==> config.mk <==
export PLATFORM = sky130hd
export DESIGN_NAME = cordic_arbiter
export DESIGN_NICKNAME = d
export VERILOG_FILES = /design/src/rtl/cordic_arbiter.sv
export SDC_FILE = /design/constraint.sdc
export NUM_CORES = 1
export LEC_CHECK = 0
export ABC_AREA = 0
export BUFFER_PORTS_ARGS = -buffer_cell sky130_fd_sc_hd__buf_2
export CORE_UTILIZATION = 41
export CTS_CLUSTER_SIZE = 12
export DETAILED_ROUTE_END_ITERATION = 10
export GPL_ROUTABILITY_DRIVEN = 0
export PLACE_DENSITY = 0.76
export RECOVER_POWER = 50
export SYNTH_ARGS = -nofsm -noshare
export SYNTH_HDL_FRONTEND = slang
export SYNTH_SLANG_ARGS = --single-unit
==> constraint.sdc <==
create_clock -name clk -period 2.15 [get_ports clk]
set_clock_uncertainty 0.2 [all_clocks]
set_input_delay 0 -clock clk [delete_from_list [all_inputs] [get_ports clk]]
set_output_delay 0 -clock clk [all_outputs]
set_load 0.02 [all_outputs]
==> src/rtl/cordic_arbiter.sv <==
// Round-robin front end sharing one cordic engine among NUM_REQ requesters.
// Grants one request, pulses start, waits for done under a watchdog, returns a tagged response.
module cordic_arbiter #(
    parameter int unsigned NUM_REQ    = 4,
    parameter int unsigned DATA_WIDTH = 16,
    parameter int unsigned TIMEOUT    = 64,
    parameter int unsigned ID_W       = (NUM_REQ > 1) ? $clog2(NUM_REQ) : 1
) (
    input  logic                          clk,
    input  logic                          rst_n,
    input  logic [NUM_REQ-1:0]            req_valid,
    input  logic [NUM_REQ*DATA_WIDTH-1:0] req_angle,
    output logic [NUM_REQ-1:0]            req_ready,
    output logic                          rsp_valid,
    input  logic                          rsp_ready,
    output logic [ID_W-1:0]               rsp_id,
    output logic [DATA_WIDTH-1:0]         rsp_cos,
    output logic [DATA_WIDTH-1:0]         rsp_sin,
    output logic                          rsp_err,
    output logic                          cordic_start,
    output logic [DATA_WIDTH-1:0]         cordic_angle,
    input  logic [DATA_WIDTH-1:0]         cordic_x,
    input  logic [DATA_WIDTH-1:0]         cordic_y,
    input  logic                          cordic_done
);

    localparam int unsigned CNT_W = (TIMEOUT > 1) ? $clog2(TIMEOUT) : 1;

    typedef enum logic [1:0] {StIdle, StIssue, StBusy, StResp} state_e;

    state_e                  state_q, state_d;
    logic [ID_W-1:0]         last_grant_q, last_grant_d;
    logic [ID_W-1:0]         id_q, id_d;
    logic [DATA_WIDTH-1:0]   angle_q, angle_d;
    logic                    start_q, start_d;
    logic [CNT_W-1:0]        cnt_q, cnt_d;
    logic [DATA_WIDTH-1:0]   cos_q, cos_d, sin_q, sin_d;
    logic                    err_q, err_d;

    logic                    any_valid;
    logic [ID_W-1:0]         grant;
    logic [ID_W-1:0]         cand;
    logic [DATA_WIDTH-1:0]   sel_angle;

    // First valid requester after the last grant, wrapping modulo NUM_REQ.
    always_comb begin
        any_valid = 1'b0;
        grant     = '0;
        cand      = '0;
        for (int k = 1; k <= NUM_REQ; k++) begin
            cand = ID_W'((int'(last_grant_q) + k) % NUM_REQ);
            if (!any_valid && req_valid[cand]) begin
                any_valid = 1'b1;
                grant     = cand;
            end
        end
    end

    always_comb begin
        sel_angle = '0;
        for (int i = 0; i < NUM_REQ; i++) begin
            if (grant == ID_W'(i)) sel_angle = req_angle[i*DATA_WIDTH +: DATA_WIDTH];
        end
    end

    // Gated by rst_n so a requester holding valid through reset sees no accept.
    always_comb begin
        req_ready = '0;
        if (state_q == StIdle && any_valid && rst_n) req_ready[grant] = 1'b1;
    end

    always_comb begin
        state_d      = state_q;
        last_grant_d = last_grant_q;
        id_d         = id_q;
        angle_d      = angle_q;
        start_d      = 1'b0;
        cnt_d        = cnt_q;
        cos_d        = cos_q;
        sin_d        = sin_q;
        err_d        = err_q;
        unique case (state_q)
            StIdle: begin
                if (any_valid) begin
                    angle_d      = sel_angle;
                    id_d         = grant;
                    last_grant_d = grant;
                    start_d      = 1'b1;
                    state_d      = StIssue;
                end
            end
            StIssue: begin
                cnt_d   = '0;
                state_d = StBusy;
            end
            StBusy: begin
                // done takes priority over an expiring watchdog on the same edge
                if (cordic_done) begin
                    cos_d   = cordic_x;
                    sin_d   = cordic_y;
                    err_d   = 1'b0;
                    state_d = StResp;
                end else if (cnt_q == CNT_W'(TIMEOUT - 1)) begin
                    cos_d   = '0;
                    sin_d   = '0;
                    err_d   = 1'b1;
                    state_d = StResp;
                end else begin
                    cnt_d = cnt_q + 1'b1;
                end
            end
            StResp: begin
                if (rsp_ready) state_d = StIdle;
            end
            default: state_d = StIdle;
        endcase
    end

    always_ff @(posedge clk or negedge rst_n) begin
        if (!rst_n) begin
            state_q      <= StIdle;
            last_grant_q <= ID_W'(NUM_REQ - 1);
            id_q         <= '0;
            angle_q      <= '0;
            start_q      <= 1'b0;
            cnt_q        <= '0;
            cos_q        <= '0;
            sin_q        <= '0;
            err_q        <= 1'b0;
        end else begin
            state_q      <= state_d;
            last_grant_q <= last_grant_d;
            id_q         <= id_d;
            angle_q      <= angle_d;
            start_q      <= start_d;
            cnt_q        <= cnt_d;
            cos_q        <= cos_d;
            sin_q        <= sin_d;
            err_q        <= err_d;
        end
    end

    assign rsp_valid    = (state_q == StResp);
    assign rsp_id       = id_q;
    assign rsp_cos      = cos_q;
    assign rsp_sin      = sin_q;
    assign rsp_err      = err_q;
    assign cordic_start = start_q;
    assign cordic_angle = angle_q;

endmodule
==> results.py <==
metrics = {
    "outcome": {
        "status": "finished with violations",
        "violations": "negative setup slack",
    },
    "setup_path": {
        "worst_ep_required_time_ns": 2.19,
        "path_max_fanout": 11,
        "end_kind": "flip-flop",
        "reg2reg_from": "last_grant_q[1]$_DFFE_PN1N_",
        "ff2ff_path_depth": 6,
        "cp-startpoint": "last_grant_q[1]$_DFFE_PN1N_",
        "worstSetupPathType": "reg2reg",
        "cp-start-kind": "flip-flop",
        "cp_data_arrival_time_ns": 2.27,
    },
    "timing": {
        "whs_ns": 0.152,
        "fmax_mhz": 450,
        "layout_min_cycle_time_ns": 2.22,
        "drv_slew": 0,
        "slew_headroom": 0.218,
        "hold_viol_final": 0,
        "setup_viol": 10,
        "finalCritPeriodShare": 1.03,
        "tightest_slew_ns": 1.17,
        "rsz0062_at_grt": "true",
        "fin_ws_ns": -0.0746,
    },
    "floorplanning": {
        "die_h_um": 89.1,
        "row_count": 31,
        "start_util": 0.426,
        "die_w_um": 89.1,
        "design.die.area_um2": 7930,
        "ioPinCount": 161,
        "coreArea_um2": 7290,
    },
    "final_layout": {
        "drive_above_1_share": 0.336,
        "syn_to_final_growth_pct": 75.3,
        "layout_commonest_cell": "buf_2",
        "n_antenna_cell": 0,
        "num-nets-final": 663,
        "layout_common_cells": "105 x buf_2, 100 x dlygate4sd3_1, 60 x dfrtp_1",
        "final_area_um2": 5450,
    },
    "synthesis": {
        "synth_top_family_by_area": "compound AO/OA/AOI/OAI gates",
        "muxShareOfSynthArea": 0.0906,
        "yosys_warnings": 0,
        "synth_fp_nets": 388,
        "synth_cell_type_count": 37,
        "synth_ff_type": "dfrtp_1",
        "synth_seq_cells": 62,
        "yosys.area_share.xor_xnor": 0.00564,
        "synth_edf_count": 0,
        "synth_simple_gate_area_frac": 0.0926,
        "synth_area_per_cell_um2": 11.2,
        "synth_compound_area_frac": 0.234,
        "yosysSeqAreaShare": 0.500,
        "netlist_area_um2": 3110,
        "synthArstFlopShare": 1.00,
        "synthCells": 278,
        "synth_fa_ha_area_frac": 0.0242,
    },
    "clock_network": {
        "cts-root-buf": "clkbuf_8",
        "clkLatencyLatePin_ns": 0.33,
        "cts.sinks": 62,
        "cts_tree": "built",
        "cts_buffer_depth": 2,
        "numCtsBuffers": 9,
        "clk_pin_slew_ns": 0.07,
        "htree_levels": 3,
    },
    "global_routing": {
        "grt_max_degree": 55,
        "grt_pass1_wl_um": 17000,
        "grt-ovfl-total": 0,
        "antenna_found_initial": 0,
        "grtUsageTotal": 0.289,
        "grt_pass1_vias": 3539,
    },
    "detailed_routing": {
        "drt_wl_total_um": 12100,
        "via_per_inst": 5.49,
        "wire_per_inst_um": 18.4,
        "drtAntennaViolNets": 0,
        "drt-initial-drc-count": 179,
        "num_vias": 3601,
        "drc": 0,
        "dr.pass1.iters": 5,
    },
    "pwr": {
        "p_per_area_nw_per_um2": 1210,
        "power_leakage_uw": 0.00258,
        "ir_drop_mv": 0.608,
        "total_power_uw": 6590,
    },
    "worst_hold_path": {
        "min_path_type": "in2reg",
        "holdCritStartpoint": "req_valid[2]",
        "hold_path_depth": 5,
    },
    "place": {
        "port_buffers": 160,
        "dpl.hpwl_um": 6110,
        "dpl_cell_area_um2": 4100,
    },
    "flow_run": {
        "maxCapViolations": 0,
    },
}
-- synth_stat cells, types with 8 or more instances --
cell,count,share of area
a211oi_1,22,0.053
a211oi_2,8,0.032
nand3_1,15,0.024
buf_2,8,0.013
inv_1,15,0.018
nand2_1,12,0.014
nor2_1,20,0.024
dfrtp_1,60,0.48
clkbuf_1,10,0.012
mux2i_1,18,0.058
a22o_1,32,0.090
-- stage by stage --
stage | instances | utilization | worst slack [ns] | TNS [ns]
finish | 656 | 0.747 | -0.0746 | -0.394
global route | 656 | 0.747 | -0.155 | -1.35
CTS | 655 | 0.747 | -0.0927 | -0.362
detailed placement | 534 | 0.562 | -0.0728 | -0.453
global placement | 534 | 0.562 | -0.00847 | -0.0405
floorplan | 278 | - | 0.0378 | 0
-- cell type report --
type,count,area (um2)
Sequential cell,62,1550
Tap cell,99,124
Clock inverter,4,47.5
Clock buffer,11,141
Inverter,17,63.8
Multi-Input combinational cell,179,1510
Timing Repair Buffer,284,2010
Fill cell,474,1840
-- flip-flops by register name, summed over array words and instances (netlist names) --
register,cells
rsp_sin,16
rsp_id,2
cnt_q,6
state_q,2
last_grant_q,2
rsp_cos,16
cordic_angle,16
cordic_start,1
rsp_err,1
-- cell families (layout without fill, tap and decap cells) --
logic type	count (synthesis)	count (layout)
compound gates	84	84
flops	62	62
simple gates	62	62
buf+inv	37	316
mux	25	25
fa+ha+maj	6	6
xor+xnor	2	2
-- final timing paths --
check                                                to  slack [ns]
min reg2reg                        cnt_q[4]$_DFFE_PN0P_        0.28
max in group asynchronous        rsp_cos[6]$_DFFE_PN0P_        0.33
max reg2reg                cordic_angle[11]$_DFFE_PN0N_       -0.07
min in group asynchronous   last_grant_q[1]$_DFFE_PN1N_        0.23
max                        cordic_angle[11]$_DFFE_PN0N_       -0.07
min                              state_q[0]$_DFFE_PN0P_        0.15
-- routing by layer --
layer | global-route usage | share of wire | vias to the layer above
met2 | 0.501 | 0.49 | 247
li1 | - | - | 1589
met1 | 0.313 | 0.38 | 1712
met5 | 0 | 0 | -
met3 | 0.0951 | 0.092 | 53
met4 | 0.156 | 0.036 | 0
-- worst max-delay path, cell delays in order, from the launching register on --
cell,delay [ns]
dfstp_2,0.57
mux2i_2,0.23
o22ai_2,0.12
buf_4,0.20
a211oi_1,0.51
a211oi_2,0.07
a211oi_2,0.23
-- where the power goes --
group	switching (uW)	internal [uW]
Sequential	366	1710
Clock	435	557
Combinational	2050	1470
-- repair_timing --
| item | 4_1_cts | 5_1_grt |
|---|---|---|
| buffers inserted | 5 | 2 |
| pin swaps | 10 | 12 |
| gates resized for setup | 20 | 18 |
| endpoints found under the hold margin | 115 | 0 |
| gates cloned | 1 | 0 |
| endpoints found under the setup margin | 14 | 20 |
| hold buffers | 100 | 0 |
Power figures use the tool's default switching activity.
